[src/rtl/arcabuco_muldiv_unit_pkg.sv]
// Shared types and helpers for the arcabuco multiply/divide unit.
package arcabuco_core_pack;

  typedef enum logic [2:0] {
    MD_MUL    = 3'd0,
    MD_MULH   = 3'd1,
    MD_MULHSU = 3'd2,
    MD_MULHU  = 3'd3,
    MD_DIV    = 3'd4,
    MD_DIVU   = 3'd5,
    MD_REM    = 3'd6,
    MD_REMU   = 3'd7
  } t_muldiv_opcode;

  typedef enum logic [1:0] {
    IDLE = 2'd0,
    CALC = 2'd1,
    DONE = 2'd2
  } t_muldiv_state;

  // Any divide-class op (quotient or remainder result)
  function automatic logic is_div_op(t_muldiv_opcode op);
    return (op inside {MD_DIV, MD_DIVU, MD_REM, MD_REMU});
  endfunction

  // Divide-class op whose result is the remainder
  function automatic logic is_rem_op(t_muldiv_opcode op);
    return (op inside {MD_REM, MD_REMU});
  endfunction

  // rs1 is interpreted as two's complement
  function automatic logic is_signed_rs1(t_muldiv_opcode op);
    return (op inside {MD_MUL, MD_MULH, MD_MULHSU, MD_DIV, MD_REM});
  endfunction

  // rs2 is interpreted as two's complement
  function automatic logic is_signed_rs2(t_muldiv_opcode op);
    return (op inside {MD_MUL, MD_MULH, MD_DIV, MD_REM});
  endfunction

endpackage

[src/rtl/arcabuco_muldiv_unit.sv]
// Iterative radix-2 multiply/divide unit with valid/ready handshakes,
// a destination tag, flush, and RISC-V defined corner-case results.
// Operands are converted to magnitudes on entry; one shared 2*XLEN+1 bit
// accumulator runs either shift-add (multiply) or restoring
// shift-subtract (divide); the sign is reapplied on the final step.
module arcabuco_muldiv_unit
  import arcabuco_core_pack::*;
#(
  parameter int XLEN  = 32,
  parameter int TAG_W = 5
) (
  input  logic             clock,
  input  logic             rst,
  input  logic             in_valid,
  output logic             in_ready,
  input  t_muldiv_opcode   in_op,
  input  logic [XLEN-1:0]  in_rs1,
  input  logic [XLEN-1:0]  in_rs2,
  input  logic [TAG_W-1:0] in_tag,
  output logic             out_valid,
  input  logic             out_ready,
  output logic [XLEN-1:0]  out_result,
  output logic [TAG_W-1:0] out_tag,
  input  logic             flush
);

  localparam int CNT_W = $clog2(XLEN);
  localparam int ACC_W = 2 * XLEN + 1;

  t_muldiv_state      state_q;
  logic [CNT_W-1:0]   cnt_q;
  logic [ACC_W-1:0]   acc_q;
  t_muldiv_opcode     op_q;
  logic [TAG_W-1:0]   tag_q;
  logic               rs1Neg_q;
  logic               rs2Neg_q;
  logic [XLEN-1:0]    mag2_q;
  logic [XLEN-1:0]    out_result_q;
  logic [TAG_W-1:0]   out_tag_q;

  logic               rs1Neg_d;
  logic               rs2Neg_d;
  logic [XLEN-1:0]    mag1_d;
  logic [XLEN-1:0]    mag2_d;
  logic               divByZero;
  logic               divOverflow;
  logic [XLEN-1:0]    special_d;

  logic [XLEN:0]      mulSum;
  logic [ACC_W-1:0]   divShift;
  logic [XLEN:0]      divTrial;
  logic [ACC_W-1:0]   acc_d;

  logic [2*XLEN-1:0]  product;
  logic [XLEN-1:0]    quotient;
  logic [XLEN-1:0]    remainder;
  logic [XLEN-1:0]    result_d;

  assign in_ready   = (state_q == IDLE);
  assign out_valid  = (state_q == DONE);
  assign out_result = out_result_q;
  assign out_tag    = out_tag_q;

  // Input side: operand signs, magnitudes and the corner cases that skip iteration
  always_comb begin
    rs1Neg_d    = is_signed_rs1(in_op) && in_rs1[XLEN-1];
    rs2Neg_d    = is_signed_rs2(in_op) && in_rs2[XLEN-1];
    mag1_d      = rs1Neg_d ? -in_rs1 : in_rs1;
    mag2_d      = rs2Neg_d ? -in_rs2 : in_rs2;
    divByZero   = is_div_op(in_op) && (in_rs2 == '0);
    divOverflow = is_div_op(in_op) && is_signed_rs1(in_op) &&
                  (in_rs1 == {1'b1, {(XLEN-1){1'b0}}}) && (in_rs2 == '1);
    special_d   = '0;
    if (divByZero) begin
      special_d = is_rem_op(in_op) ? in_rs1 : '1;
    end else if (divOverflow) begin
      special_d = is_rem_op(in_op) ? '0 : in_rs1;
    end
  end

  // One iteration step: shift-add for multiply, restoring subtract for divide
  always_comb begin
    mulSum   = acc_q[ACC_W-1:XLEN] + (acc_q[0] ? {1'b0, mag2_q} : '0);
    divShift = {acc_q[ACC_W-2:0], 1'b0};
    divTrial = divShift[ACC_W-1:XLEN] - {1'b0, mag2_q};
    if (is_div_op(op_q)) begin
      if (divShift[ACC_W-1:XLEN] >= {1'b0, mag2_q}) begin
        acc_d = {divTrial, divShift[XLEN-1:1], 1'b1};
      end else begin
        acc_d = divShift;
      end
    end else begin
      acc_d = {1'b0, mulSum, acc_q[XLEN-1:1]};
    end
  end

  // Sign restoration and result select from the final accumulator value
  always_comb begin
    product   = (rs1Neg_q ^ rs2Neg_q) ? -acc_d[2*XLEN-1:0] : acc_d[2*XLEN-1:0];
    quotient  = (rs1Neg_q ^ rs2Neg_q) ? -acc_d[XLEN-1:0] : acc_d[XLEN-1:0];
    remainder = rs1Neg_q ? -acc_d[2*XLEN-1:XLEN] : acc_d[2*XLEN-1:XLEN];
    case (op_q)
      MD_MUL:                      result_d = product[XLEN-1:0];
      MD_MULH, MD_MULHSU, MD_MULHU: result_d = product[2*XLEN-1:XLEN];
      MD_DIV, MD_DIVU:             result_d = quotient;
      default:                     result_d = remainder;
    endcase
  end

  // Control FSM with registered result/tag; flush abandons any operation
  always_ff @(posedge clock) begin
    if (rst) begin
      state_q      <= IDLE;
      cnt_q        <= '0;
      acc_q        <= '0;
      op_q         <= MD_MUL;
      tag_q        <= '0;
      rs1Neg_q     <= 1'b0;
      rs2Neg_q     <= 1'b0;
      mag2_q       <= '0;
      out_result_q <= '0;
      out_tag_q    <= '0;
    end else if (flush) begin
      state_q <= IDLE;
    end else begin
      case (state_q)
        IDLE: begin
          if (in_valid) begin
            op_q     <= in_op;
            tag_q    <= in_tag;
            rs1Neg_q <= rs1Neg_d;
            rs2Neg_q <= rs2Neg_d;
            mag2_q   <= mag2_d;
            acc_q    <= {{(XLEN+1){1'b0}}, mag1_d};
            cnt_q    <= CNT_W'(XLEN - 1);
            if (divByZero || divOverflow) begin
              state_q      <= DONE;
              out_result_q <= special_d;
              out_tag_q    <= in_tag;
            end else begin
              state_q <= CALC;
            end
          end
        end
        CALC: begin
          acc_q <= acc_d;
          if (cnt_q == '0) begin
            state_q      <= DONE;
            out_result_q <= result_d;
            out_tag_q    <= tag_q;
          end else begin
            cnt_q <= cnt_q - 1'b1;
          end
        end
        DONE: begin
          if (out_ready) begin
            state_q <= IDLE;
          end
        end
        default: state_q <= IDLE;
      endcase
    end
  end

endmodule

[config.mk]
export PLATFORM = sky130hd
export DESIGN_NAME = arcabuco_muldiv_unit
export DESIGN_NICKNAME = d
export VERILOG_FILES = /design/src/rtl/arcabuco_muldiv_unit_pkg.sv /design/src/rtl/arcabuco_muldiv_unit.sv
export SDC_FILE = /design/constraint.sdc
export NUM_CORES = 1
export LEC_CHECK = 0
export CAP_MARGIN = 20
export CORE_ASPECT_RATIO = 2
export CORE_MARGIN = 3
export CORE_UTILIZATION = 67
export CTS_BUF_LIST = sky130_fd_sc_hd__clkbuf_2
export DETAILED_ROUTE_END_ITERATION = 8
export GPL_TIMING_DRIVEN = 0
export PLACE_DENSITY = 0.9
export SYNTH_ARGS = -nofsm -noshare
export SYNTH_HDL_FRONTEND = slang
export SYNTH_SLANG_ARGS = --single-unit
[constraint.sdc]
create_clock -name clock -period 11.8 [get_ports clock]
set_input_delay 1.18 -clock clock [delete_from_list [all_inputs] [get_ports clock]]
set_output_delay 1.18 -clock clock [all_outputs]
set_load 0.05 [all_outputs]
==> results.sh, run 1 <==
export IMPL_syn_cell_area_sq_um=15300
export IMPL_ys_ff_latch=151
export IMPL_htree_levels=4
export IMPL_synth_most_common_cell="nor2_1"
export IMPL_status="did not finish"
export IMPL_port_buffers=113
export IMPL_placementRows=77
export IMPL_yosysTopAreaCellShare_pct=19.8
export IMPL_grt_pass1_vias=20000
export IMPL_grt_ovfl_total=194
export IMPL_clockBufferDepth=2
export IMPL_root_buffer="clkbuf_2"
export IMPL_grt_pass1_wl_microns=122000
export IMPL_cts_hold_buf=0
export IMPL_synth_edf_count=0
export IMPL_cts_sinks=151
export IMPL_synth_area_leaders="dfxtp_1, nor2_1, a21oi_1, xnor2_1, ha_1"
export IMPL_seq_area_frac_synth_pct=19.8
export IMPL_stop_error="[ERROR GRT-0116] Global routing finished with congestion. Check the congestion regions in the DRC Viewer."
export IMPL_synth_top_area_cell="dfxtp_1"
export IMPL_cts_setup_buffers=0
export IMPL_cts_resized=0
export IMPL_die_w_microns=113
export IMPL_netlist_instances=2137
export IMPL_dp_hpwl_microns=54700
export IMPL_io_pins=116
export IMPL_stop_stage="5_1_grt"
export IMPL_avgSynthCellArea_sq_um=7.16
export IMPL_yosys_warnings=0
export IMPL_ys_types=89
export IMPL_synth_top_flop_cell="dfxtp_1"
export IMPL_gp_congestion=1.41
export IMPL_cts_buffers=17
export IMPL_die_height_microns=220
export IMPL_pre_cts_ws_ns=5.31
export IMPL_grt_max_degree=17
export IMPL_syn_num_nets=2287
export IMPL_track_usage_pct=62.4
export IMPL_synthArstFlopShare_pct=0
export IMPL_synth_commonest_cells="nor2_1, a21oi_1, nand2_1"
export IMPL_initial_core_util_pct=68.8
==> kinds of logic after synthesis <==
logic type / synth area share (%)
and+or+nand+nor: 23.4
AOI/OAI and AO/OA: 32.3
buffers and inverters: 5.53
xor gates and xnor gates: 9.90
DFF: 19.8
adders and majority gates: 6.07
muxes: 3.11
==> stage by stage <==
stage	utilization, %	hold WS, ns	instance area [sq um]	instances
after floorplan	-	0.437	15300	2137
after global placement	75.4	0.444	16800	2526
after detailed placement	75.5	0.450	16800	2529
after CTS	76.4	0.475	17000	2561
==> per-layer routing <==
layer	overflow	GRT usage (%)
met1	0	60.7
met2	127	88.0
met3	0	34.4
met4	67	66.5
met5	0	3.33
==> run 2, diff against run 1 <==
--- a/config.mk
+++ b/config.mk
@@ -6,13 +6,11 @@
 export NUM_CORES = 1
 export LEC_CHECK = 0
 export CAP_MARGIN = 20
-export CORE_ASPECT_RATIO = 2
 export CORE_MARGIN = 3
-export CORE_UTILIZATION = 67
-export CTS_BUF_LIST = sky130_fd_sc_hd__clkbuf_2
+export CORE_UTILIZATION = 40
 export DETAILED_ROUTE_END_ITERATION = 8
 export GPL_TIMING_DRIVEN = 0
-export PLACE_DENSITY = 0.9
+export PLACE_DENSITY_LB_ADDON = 0.15
 export SYNTH_ARGS = -nofsm -noshare
 export SYNTH_HDL_FRONTEND = slang
 export SYNTH_SLANG_ARGS = --single-unit
==> results.sh, run 2 <==
export IMPL_status="finished clean"
export IMPL_syn_num_nets=2287
export IMPL_cts_setup_buffers=0
export IMPL_layout_commonest_cell="nor2_1"
export IMPL_clockBufferDepth=2
export IMPL_seq_area_frac_synth_pct=19.8
export IMPL_synth_most_common_cell="nor2_1"
export IMPL_io_pins=116
export IMPL_via_count=18100
export IMPL_placementRows=71
export IMPL_crit_path_end_kind="register"
export IMPL_cts_buffers=17
export IMPL_drt_iter0_drc=2120
export IMPL_slew_limit_headroom_pct=22.3
export IMPL_path_class="reg2reg"
export IMPL_coreArea_sq_um=37700
export IMPL_holdPathEnd="tag_q[2]"
export IMPL_min_from="tag_q[2]"
export IMPL_routed_wl_microns=74100
export IMPL_p_leak_uw=0.00648
export IMPL_grt_ovfl_total=0
export IMPL_num_antenna_cells=0
export IMPL_top_register="acc_q"
export IMPL_netlist_instances=2137
export IMPL_finish_utilization_pct=47.0
export IMPL_final_nets=2427
export IMPL_synth_commonest_cells="nor2_1, a21oi_1, nand2_1"
export IMPL_power_density_nw_per_um2=95.3
export IMPL_fmax_mhz=140
export IMPL_viasPerCell=6.47
export IMPL_synthArstFlopShare_pct=0
export IMPL_tns_ns=0
export IMPL_cp_start_kind="register"
export IMPL_setup_viol=0
export IMPL_remaining_drc_errors=0
export IMPL_cts_hold_buf=0
export IMPL_cts_resized=0
export IMPL_ys_types=89
export IMPL_die_area_sq_um=40600
export IMPL_finalCriticalPeriod_ns=7.16
export IMPL_firstDrtPassIters=9
export IMPL_gp_congestion=1.05
export IMPL_min_path_type="reg2reg"
export IMPL_r2r_cells=14
export IMPL_ant_nets=0
export IMPL_worst_slew_pin_transition_ns=1.15
export IMPL_antenna_found_initial=2
export IMPL_worstReg2RegEnd="out_result[3]"
export IMPL_synth_edf_count=0
export IMPL_cp_required_ns=12.14
export IMPL_clock_skew_final_ns=0.0234
export IMPL_final_layout_size_suffix_gt1_share_pct=5.63
export IMPL_path_max_fanout=10
export IMPL_synth_top_flop_cell="dfxtp_1"
export IMPL_die_w_microns=202
export IMPL_rsz0062_at_grt="false"
export IMPL_ir_drop_v=0.000131
export IMPL_r2r_start="op_q[2]"
export IMPL_port_buffers=113
export IMPL_cts_sinks=151
export IMPL_yosys_warnings=0
export IMPL_synth_area_leaders="dfxtp_1, nor2_1, a21oi_1, xnor2_1, ha_1"
export IMPL_track_usage_pct=35.3
export IMPL_maxCapViolations=0
export IMPL_cts_tree="yes"
export IMPL_final_cell_mix="nor2_1, a21oi_1, nand2_1"
export IMPL_largest_reg_flops=65
export IMPL_wl_per_cell_microns=26.5
export IMPL_grt_pass1_wl_microns=109000
export IMPL_final_period_utilization_pct=60.7
export IMPL_root_buffer="clkbuf_16"
export IMPL_syn_cell_area_sq_um=15300
export IMPL_r2r_setup_slack_ns=4.64
export IMPL_ys_ff_latch=151
export IMPL_hold_viol=0
export IMPL_dp_hpwl_microns=60200
export IMPL_clk_pin_slew_ns=0.07
export IMPL_die_height_microns=202
export IMPL_synth_top_area_cell="dfxtp_1"
export IMPL_grt_max_degree=17
export IMPL_clkLatencyLatePin_ns=0.48
export IMPL_drv_slew=0
export IMPL_hold_path_depth=2
export IMPL_fillCellCount=3992
export IMPL_yosysTopAreaCellShare_pct=19.8
export IMPL_cp_arrival_ns=7.50
export IMPL_initial_core_util_pct=40.6
export IMPL_htree_levels=4
export IMPL_grt_pass1_vias=16800
export IMPL_area_delta_synth_final_pct=15.7
export IMPL_avgSynthCellArea_sq_um=7.16
[run 2: through the flow]
stage	total power [uW]	std cells	hold WS [ns]	setup WS [ns]	instance area [sq um]
3_5_place_dp	1110	2768	0.449	5.10	17100
4_1_cts	1670	2800	0.458	5.06	17700
6_report	1690	2801	0.457	4.64	17700
5_1_grt	1750	2801	0.485	4.65	17700
2_1_floorplan	905	2137	0.437	7.17	15300
3_3_place_gp	1110	2761	0.444	4.21	17100
[run 2: per-layer routing]
layer | wire [microns] | global-route usage (%) | up-vias
met3 | 8820 | 11.5 | 144
met4 | 2220 | 10.7 | 0
li1 | - | - | 8250
met5 | 0 | 0 | -
met1 | 32300 | 49.5 | 8688
met2 | 30800 | 51.5 | 1034
[run 2: power by group]
group          internal, uW  switching [uW]
clock                   311             254
combinational           190             375
sequential              531            27.1
[run 2: worst max-delay path by stage]
stage | start | end | slack (ns) | cells after the start
3_5_place_dp | op_q[2] | out_result[3] | 5.10 | 14
4_1_cts | op_q[2] | out_result[3] | 5.06 | 14
2_1_floorplan | acc_q[31] | out_result[31] | 7.17 | 18
6_report | op_q[2] | out_result[3] | 4.64 | 14
3_3_place_gp | in_rs1[0] | out_result[24] | 4.21 | 14
5_1_grt | op_q[2] | out_result[3] | 4.65 | 14
[run 2: critical path: stages (launching register included)]
cell and delay, ns:
dfxtp_1 0.32, clkbuf_1 0.40, buf_2 0.41, clkbuf_1 0.56, buf_2 0.51, buf_1 0.58
buf_1 0.71, buf_1 0.70, buf_1 0.67, nand2_1 0.43, nand2_1 0.55, clkbuf_1 0.48
o22ai_1 0.18, o21ai_0 0.37, a31oi_1 0.13
[run 2: cell families (layout without fill, tap and decap cells)]
kind of cell	count (synthesis)	after routing	share of synthesized area, %
xor+xnor	173	173	9.90
flops	151	151	19.8
simple gates	746	746	23.4
buf+inv	214	367	5.53
mux	45	45	3.11
fa+ha+maj	73	73	6.07
compound gates	735	735	32.3
[run 2: area by class of cell]
type	count	area, sq um	area share [%]
inverter	65	244	1.38
sequential	151	3020	17.1
clock buffer	21	470	2.66
multi-input combinational	1772	11400	64.6
tap	511	639	3.61
buffer	149	602	3.40
clock inverter	11	114	0.643
timing repair buffer	121	1180	6.65
Power figures use the tool's default switching activity.
==> run 3, diff against run 2 <==
==> constraint.sdc (replaced) <==
create_clock -name clock -period 7.45 [get_ports clock]
set_input_delay 0.745 -clock clock [delete_from_list [all_inputs] [get_ports clock]]
set_output_delay 0.745 -clock clock [all_outputs]
set_load 0.05 [all_outputs]
==> results of run 3 <==
Same layout as run 2 (identical final DEF). Status: finished clean.
Main changes from that run: setup slack after placement 5.10 ns -> 0.751 ns; setup slack after layout 4.64 ns -> 0.286 ns; register-to-register setup slack 4.64 ns -> 0.29 ns; total power 1690 uW -> 2670 uW; worst IR drop on VDD 0.000131 V -> 0.000208 V
